[config.mk]
export PLATFORM = sky130hd
export DESIGN_NAME = wb_writer
export DESIGN_NICKNAME = d
export VERILOG_FILES = /design/src/rtl/wb_writer.sv
export SDC_FILE = /design/constraint.sdc
export NUM_CORES = 1
export LEC_CHECK = 0
export ABC_AREA = 1
export CAP_MARGIN = 20
export CORE_MARGIN = 2
export CORE_UTILIZATION = 30
export CTS_CLUSTER_SIZE = 10
export DETAILED_ROUTE_END_ITERATION = 12
export HOLD_SLACK_MARGIN = 0.08
export PLACE_DENSITY = 0.49
export REMOVE_ABC_BUFFERS = 1
export SLEW_MARGIN = 20
export SYNTH_ARGS = -nofsm -noshare
export SYNTH_HDL_FRONTEND = slang
export SYNTH_SLANG_ARGS = --single-unit
[constraint.sdc]
create_clock -name clk -period 1.9 [get_ports clk]
set_input_delay 0.285 -clock clk [delete_from_list [all_inputs] [get_ports clk]]
set_output_delay 0.285 -clock clk [all_outputs]
set_load 0.1 [all_outputs]
[src/rtl/wb_writer.sv]
// wb_writer: write-back stage arbitrating ALU and load results onto one register-file write port,
// with load byte/halfword extraction, a one-entry ALU skid buffer, x0 drop and a retire counter.
module wb_writer #(
   parameter int DATA_WIDTH = 32,
   parameter int ADDR_WIDTH = 5,
   parameter int CNT_WIDTH  = 32
) (
   input  logic                  clk,
   input  logic                  rst,
   input  logic                  alu_valid,
   input  logic [ADDR_WIDTH-1:0] alu_rd,
   input  logic [DATA_WIDTH-1:0] alu_data,
   output logic                  alu_ready,
   input  logic                  ld_valid,
   input  logic [ADDR_WIDTH-1:0] ld_rd,
   input  logic [DATA_WIDTH-1:0] ld_data,
   input  logic [2:0]            ld_funct3,
   input  logic [1:0]            ld_addr_lo,
   output logic                  w_enable,
   output logic [ADDR_WIDTH-1:0] w_addr,
   output logic [DATA_WIDTH-1:0] w_data,
   output logic [CNT_WIDTH-1:0]  retire_cnt
);
   logic                  skid_full, skid_full_n, rdy;
   logic [ADDR_WIDTH-1:0] skid_rd, win_rd;
   logic [DATA_WIDTH-1:0] skid_data, win_data, ld_fmt;
   logic [7:0]            ld_byte;
   logic [15:0]           ld_half;
   logic                  alu_acc, win, skid_load;

   // Ready is a flop so it never depends combinationally on either valid.
   assign alu_ready = rdy;

   always_comb begin
      ld_byte     = ld_data[{ld_addr_lo, 3'b000} +: 8];
      ld_half     = ld_addr_lo[1] ? ld_data[31:16] : ld_data[15:0];
      ld_fmt      = ld_funct3 == 3'b000 ? {{(DATA_WIDTH-8){ld_byte[7]}}, ld_byte} :
                    ld_funct3 == 3'b001 ? {{(DATA_WIDTH-16){ld_half[15]}}, ld_half} :
                    ld_funct3 == 3'b100 ? {{(DATA_WIDTH-8){1'b0}}, ld_byte} :
                    ld_funct3 == 3'b101 ? {{(DATA_WIDTH-16){1'b0}}, ld_half} : ld_data;
      alu_acc     = alu_valid & rdy;
      win         = ld_valid | skid_full | alu_acc;
      win_rd      = ld_valid ? ld_rd : skid_full ? skid_rd : alu_rd;
      win_data    = ld_valid ? ld_fmt : skid_full ? skid_data : alu_data;
      skid_load   = ld_valid & alu_acc;
      skid_full_n = ld_valid & (skid_full | alu_acc);
   end

   always_ff @(posedge clk or negedge rst) begin
      if (!rst) begin
         skid_full  <= 1'b0;
         rdy        <= 1'b0;
         skid_rd    <= '0;
         skid_data  <= '0;
         w_enable   <= 1'b0;
         w_addr     <= '0;
         w_data     <= '0;
         retire_cnt <= '0;
      end else begin
         skid_full <= skid_full_n;
         rdy       <= ~skid_full_n;
         if (skid_load) begin
            skid_rd   <= alu_rd;
            skid_data <= alu_data;
         end
         w_enable <= win && win_rd != '0;
         // x0 winners retire but leave the write port registers untouched.
         if (win && win_rd != '0) begin
            w_addr <= win_rd;
            w_data <= win_data;
         end
         if (win) retire_cnt <= retire_cnt + CNT_WIDTH'(1);
      end
   end
endmodule

# Word-level counts from Yosys, hierarchy flattened
# Index checks and enable logic that the tools add are counted.
dict set report classes {
  add_sub_neg 1
  n_eq_ne 3
  shift 1
  mux 9
  bitwise_logic 7
  reduce_logical 3
}
# cell n
set ops {}
lappend ops {{$mux 32} 6}
lappend ops {{$add 32x1->32 const B} 1}
lappend ops {{$shiftx 32x6->8} 1}
lappend ops {{$mux 16} 1}
lappend ops {{$mux 5} 2}
lappend ops {{$eq 3x3->1 const B} 2}
lappend ops {{$reduce_bool 5->1} 1}
lappend ops {{$and 1x1->1} 3}
lappend ops {{$eq 3x1->1 const B} 1}
lappend ops {{$logic_not 3->1} 1}
lappend ops {{$or 1x1->1} 3}
lappend ops {{$logic_and 1x1->1} 1}
lappend ops {{$not 1->1} 1}
dict set report word_totals {
  ff_bits 109
  inputBits 83
  out_inout_bits 71
  wordCells 32
}

# Logic depth before layout (Yosys ltp)
dict set report depth {
  word_depth 6
  mapped_depth 12
  ltp_nobuf 10
}

# Worst setup path before layout
# Ideal clock, no wire load.
dict set report synth_path {
  path_type {register to register}
  startpoint {register retire_cnt[0]}
  endpoint {register retire_cnt[30]}
  setup_time_ns 0.120
  arrival_ns 2.207
  required_time_ns 1.780
  path_slack_ns -0.427
  path_stages_with_launch 11
  path_buffers 0
  synth_period_minus_slack_ns 2.327
  path_cell_list {dfrtp_1 -> ha_1 -> nand3_1 -> nor2_1 -> inv_1 -> nor2_1 -> nand2_1 -> nand2_1 -> nand2_1 -> nand2_1 -> nand2_1}
}
dict set report synth_via {
  elab_chain_len 1
}
# item line_no
set synth_rtl {}
lappend synth_rtl {{start: declaration} 22} ;# output logic [CNT_WIDTH-1:0] retire_cnt
lappend synth_rtl {{start signal: assignment} 72} ;# if (win) retire_cnt <= retire_cnt + CNT_WIDTH'(1);
lappend synth_rtl {{$add 32x1->32} 72}
# No other way between the ends.
# A chain may end at the register's enable or synchronous reset.

# Final worst setup path
dict set report layout_path {
  startpoint {register skid_full}
  endpoint {register w_data[31]}
}
dict set report layout_via {
  elab_chain_len 4
  elab_cells_between_ends 8
  classes_between {4 x mux; 2 x bitwise; 2 x reduce/logical}
}
# item line_no
set layout_rtl {}
lappend layout_rtl {{start: declaration} 24} ;# logic skid_full, skid_full_n, rdy;
lappend layout_rtl {{start signal: assignment} 60} ;# skid_full <= skid_full_n;
lappend layout_rtl {{$mux 5 (2 in series)} 43} ;# win_rd = ld_valid ? ld_rd : skid_full ? skid_rd : alu_rd;
lappend layout_rtl {{$reduce_bool 5->1} 68} ;# if (win && win_rd != '0) begin
lappend layout_rtl {{$logic_and 1x1->1} 68}
lappend layout_rtl {{end signal: assignment} 70} ;# w_data <= win_data;
lappend layout_rtl {{end: declaration} 21} ;# output logic [DATA_WIDTH-1:0] w_data,
# Several ways; a longest one is shown, not always the timed one.

==> impl_metrics.toml <==
[final_layout]
nets = 1268
syn_to_final_growth_pct = 41.0
layout-drive-gt1-share_pct = 15.0
stdcell_area_um2 = 9210

[floorplan]
pin_count = 154
core_area_um2 = 21200
die-area_um2 = 23000
start_util_pct = 30.8
die_w_um = 152
die_h_um = 152
rows = 53

[synthesis]
seq_area_frac_synth_pct = 41.8
synthSimpleGateAreaFrac_pct = 37.5
synth_flop_cell = "dfrtp_1"
synth-compound-area-share_pct = 9.08
yosysWarnings = 0
synth_top_family_by_area = "simple AND/OR/NAND/NOR gates"
muxShareOfSynthArea_pct = 0.862
synth_top_area_share_pct = 41.8
syn-instance-count = 986
synth-async-reset-ratio_pct = 100
syn_avg_cell_area_um2 = 6.62
ys_ff_latch = 109
synth_xor_area_share_pct = 1.88
yosys.area.top_type = "dfrtp_1"
synth-edff-count = 0
ys_top_cells_by_area = "dfrtp_1 42%, nand2_1 27%, inv_1 5.5%"
syn_area_um2 = 6530
yosys.cell_types.count = 29
synthAdderAreaFrac_pct = 0.192

[critical_path]
start_kind = "flop"
critPathBufInv = 3
crit_type = "flop to flop"
worst_setup_path_end_kind = "flop"
slowest_delay_ns = 0.39
cp_top_family = "simple AND/OR/NAND/NOR gates"
crit_slowest_cell = "dfrtp_1"
crit_required_ns = 2.14
reg2regPathDepth = 11
crit_arrival_ns = 2.01
cpMostUsedCell = "nand2_1"
crit_chain = "buf_4, inv_2, nand2_1, nand3_1, o21ai_1, nand2_1, nor2_1, nor2_2, buf_12, nand2_1, nand2_1"
crit_cells = 11
worst-path-max-fanout = 32

[routing]
drt_iter0_drc = 389
drcViolationCount = 0
drtPass1Iterations = 5
antenna_left = 0
vias_per_cell = 4.49
wl_um = 20900
routedWlPerCell_um = 14.3
vias = 6577

[sta]
max_slew.worst_pin.slew_ns = 0.381
finalClockSkew_ns = 0.0134
timing.fmax_ghz = 0.566
rsz0062_at_grt = "false"
hold_viol = 0
finalMaxSlewViolations = 0
fin_crit_sh_pct = 93.0
setup-violations-final = 0
min_period_ns = 1.77
relSlewSlack_pct = 74.6

[clock_network]
cts_sinks = 109
insertion_delay_ns = 0.36
cts.clk_slew.worst_paths_ns = 0.08
numCtsBuffers = 9
htree_levels = 3
cts.path.max_buffers = 2
root_buffer = "clkbuf_16"
cts_tree = "built"

[place]
post_dp_cell_area_um2 = 8840
hpwl_um = 16000
gp_congestion = 0.869
io_buffers = 153

[grt]
grt-ovfl-total = 0
grt_pass1_wl_um = 33900
grt_util_all_layers_pct = 19.1
grt_max_degree = 50
antenna_found_initial = 0
grt_pass1_vias = 6363

[power]
p_leak_nw = 4.84
power.total_mw = 9.19
power.density_nw_per_um2 = 998
vdd_drop_max_mv = 0.557

[status]
status = "finished, final reports clean"

[worst_hold_path]
worstHoldPathType = "input pin to async pin"

[job]
drv_cap = 0
power by group:
| group | internal [mW] | total, mW | switching (mW) |
|---|---|---|---|
| Clock | 1.30 | 2.25 | 0.947 |
| Sequential | 2.70 | 3.05 | 0.343 |
| Combinational | 1.08 | 3.90 | 2.81 |
| Total | 5.09 | 9.19 | 4.10 |
worst paths after layout:
path | end | from | slack, ns
min in group clk | w_addr[1] | w_addr[1] | 0.47
max in group asynchronous | retire_cnt[28] | rst | 0.93
hold reg to reg | w_addr[1] | w_addr[1] | 0.47
setup / recovery | w_data[31] | skid_full | 0.13
setup reg to reg | w_data[31] | skid_full | 0.13
hold / removal | skid_data[9] | rst | 0.39
cells in the final DEF, fill, tap and decap left out:
cell type	instances
nand3b_1	14
clkinvlp_4	2
o211ai_1	28
buf_4	127
a21boi_0	5
nand2_4	1
nor2_2	2
a21oi_1	20
dlymetal6s2s_1	1
or2_0	2
inv_6	1
or2_1	2
nor4_1	1
inv_2	4
clkinv_4	1
xnor2_1	2
mux2_2	5
o21ai_0	47
clkdlybuf4s50_1	80
xor2_1	12
inv_1	95
dfrtp_1	109
bufinv_16	3
nand4_1	5
nor2_1	80
nor3_1	8
clkbuf_16	9
buf_12	20
nand3_2	1
diode_2	1
ha_1	1
nand2_1	467
o21ai_1	2
nand2_2	2
nand3_1	29
dlygate4sd3_1	1
timing repair:
item,CTS,global route
setup endpoints to repair,0,8
endpoints found under the hold margin,21,0
gates resized for setup,0,1
setup buffers,0,0
hold buffers,1,0
sequential cells by signal, indices dropped and copies added, names as in the netlist:
name and cells:
alu_ready 1, retire_cnt 32, skid_data 32, skid_full 1, skid_rd 5, w_addr 5, w_data 32, w_enable 1
per-layer routing:
| metal | vias up | GRT usage [%] | part of all wire (%) |
|---|---|---|---|
| li1 | 3452 | - | - |
| met1 | 2978 | 27.8 | 50 |
| met2 | 129 | 29.7 | 44 |
| met3 | 18 | 2.31 | 3.7 |
| met4 | 0 | 5.51 | 1.6 |
| met5 | - | 0 | 0 |
layout make-up:
cell class | count | area [um^2]
diodes | 1 | 2.50
clock buffers | 9 | 225
clock inverters | 7 | 123
fillers | 2305 | 12000
inverters | 99 | 372
multi-input cells | 736 | 3240
flip-flops and latches | 109 | 2730
well taps | 275 | 344
repair buffers | 229 | 2180
worst reg2reg max path, stage by stage (launching register included):
cell	delay, ns
dfrtp_1	0.39
buf_4	0.20
inv_2	0.11
nand2_1	0.07
nand3_1	0.07
o21ai_1	0.10
nand2_1	0.10
nor2_1	0.20
nor2_2	0.07
buf_12	0.18
nand2_1	0.11
nand2_1	0.06
per-stage QoR:
stage | util, % | std cells | setup TNS [ns] | hold slack [ns] | setup slack [ns]
floorplan | - | 944 | -69.76 | -0.0106 | -1.09
global placement | 41.7 | 1447 | -13.31 | 0.231 | -0.274
detailed placement | 41.7 | 1447 | -16.36 | 0.230 | -0.299
CTS | 43.4 | 1464 | 0 | 0.384 | 0.0763
global route | 43.4 | 1464 | 0 | 0.416 | 0.00717
finish | 43.4 | 1465 | 0 | 0.394 | 0.134
logic make-up (layout without fill, tap and decap cells):
family	after synthesis	after routing
fa+ha+maj	1	1
buf+inv	141	344
mux	5	5
other cells	0	1
simple gates	614	614
flops	109	109
xor+xnor	14	14
compound gates	102	102
synth_stat cells, types with 7 or more instances:
library cell and count:
buf_1 7, o211ai_1 28, buf_2 10, xor2_1 12, inv_1 96, nand3b_1 14
a21oi_1 20, nor2_1 80, nor3_1 8, clkbuf_1 20, nand2_1 467, dfrtp_1 109
nand3_1 30, o21ai_0 47
No activity file was read; power rests on OpenSTA's default activity.
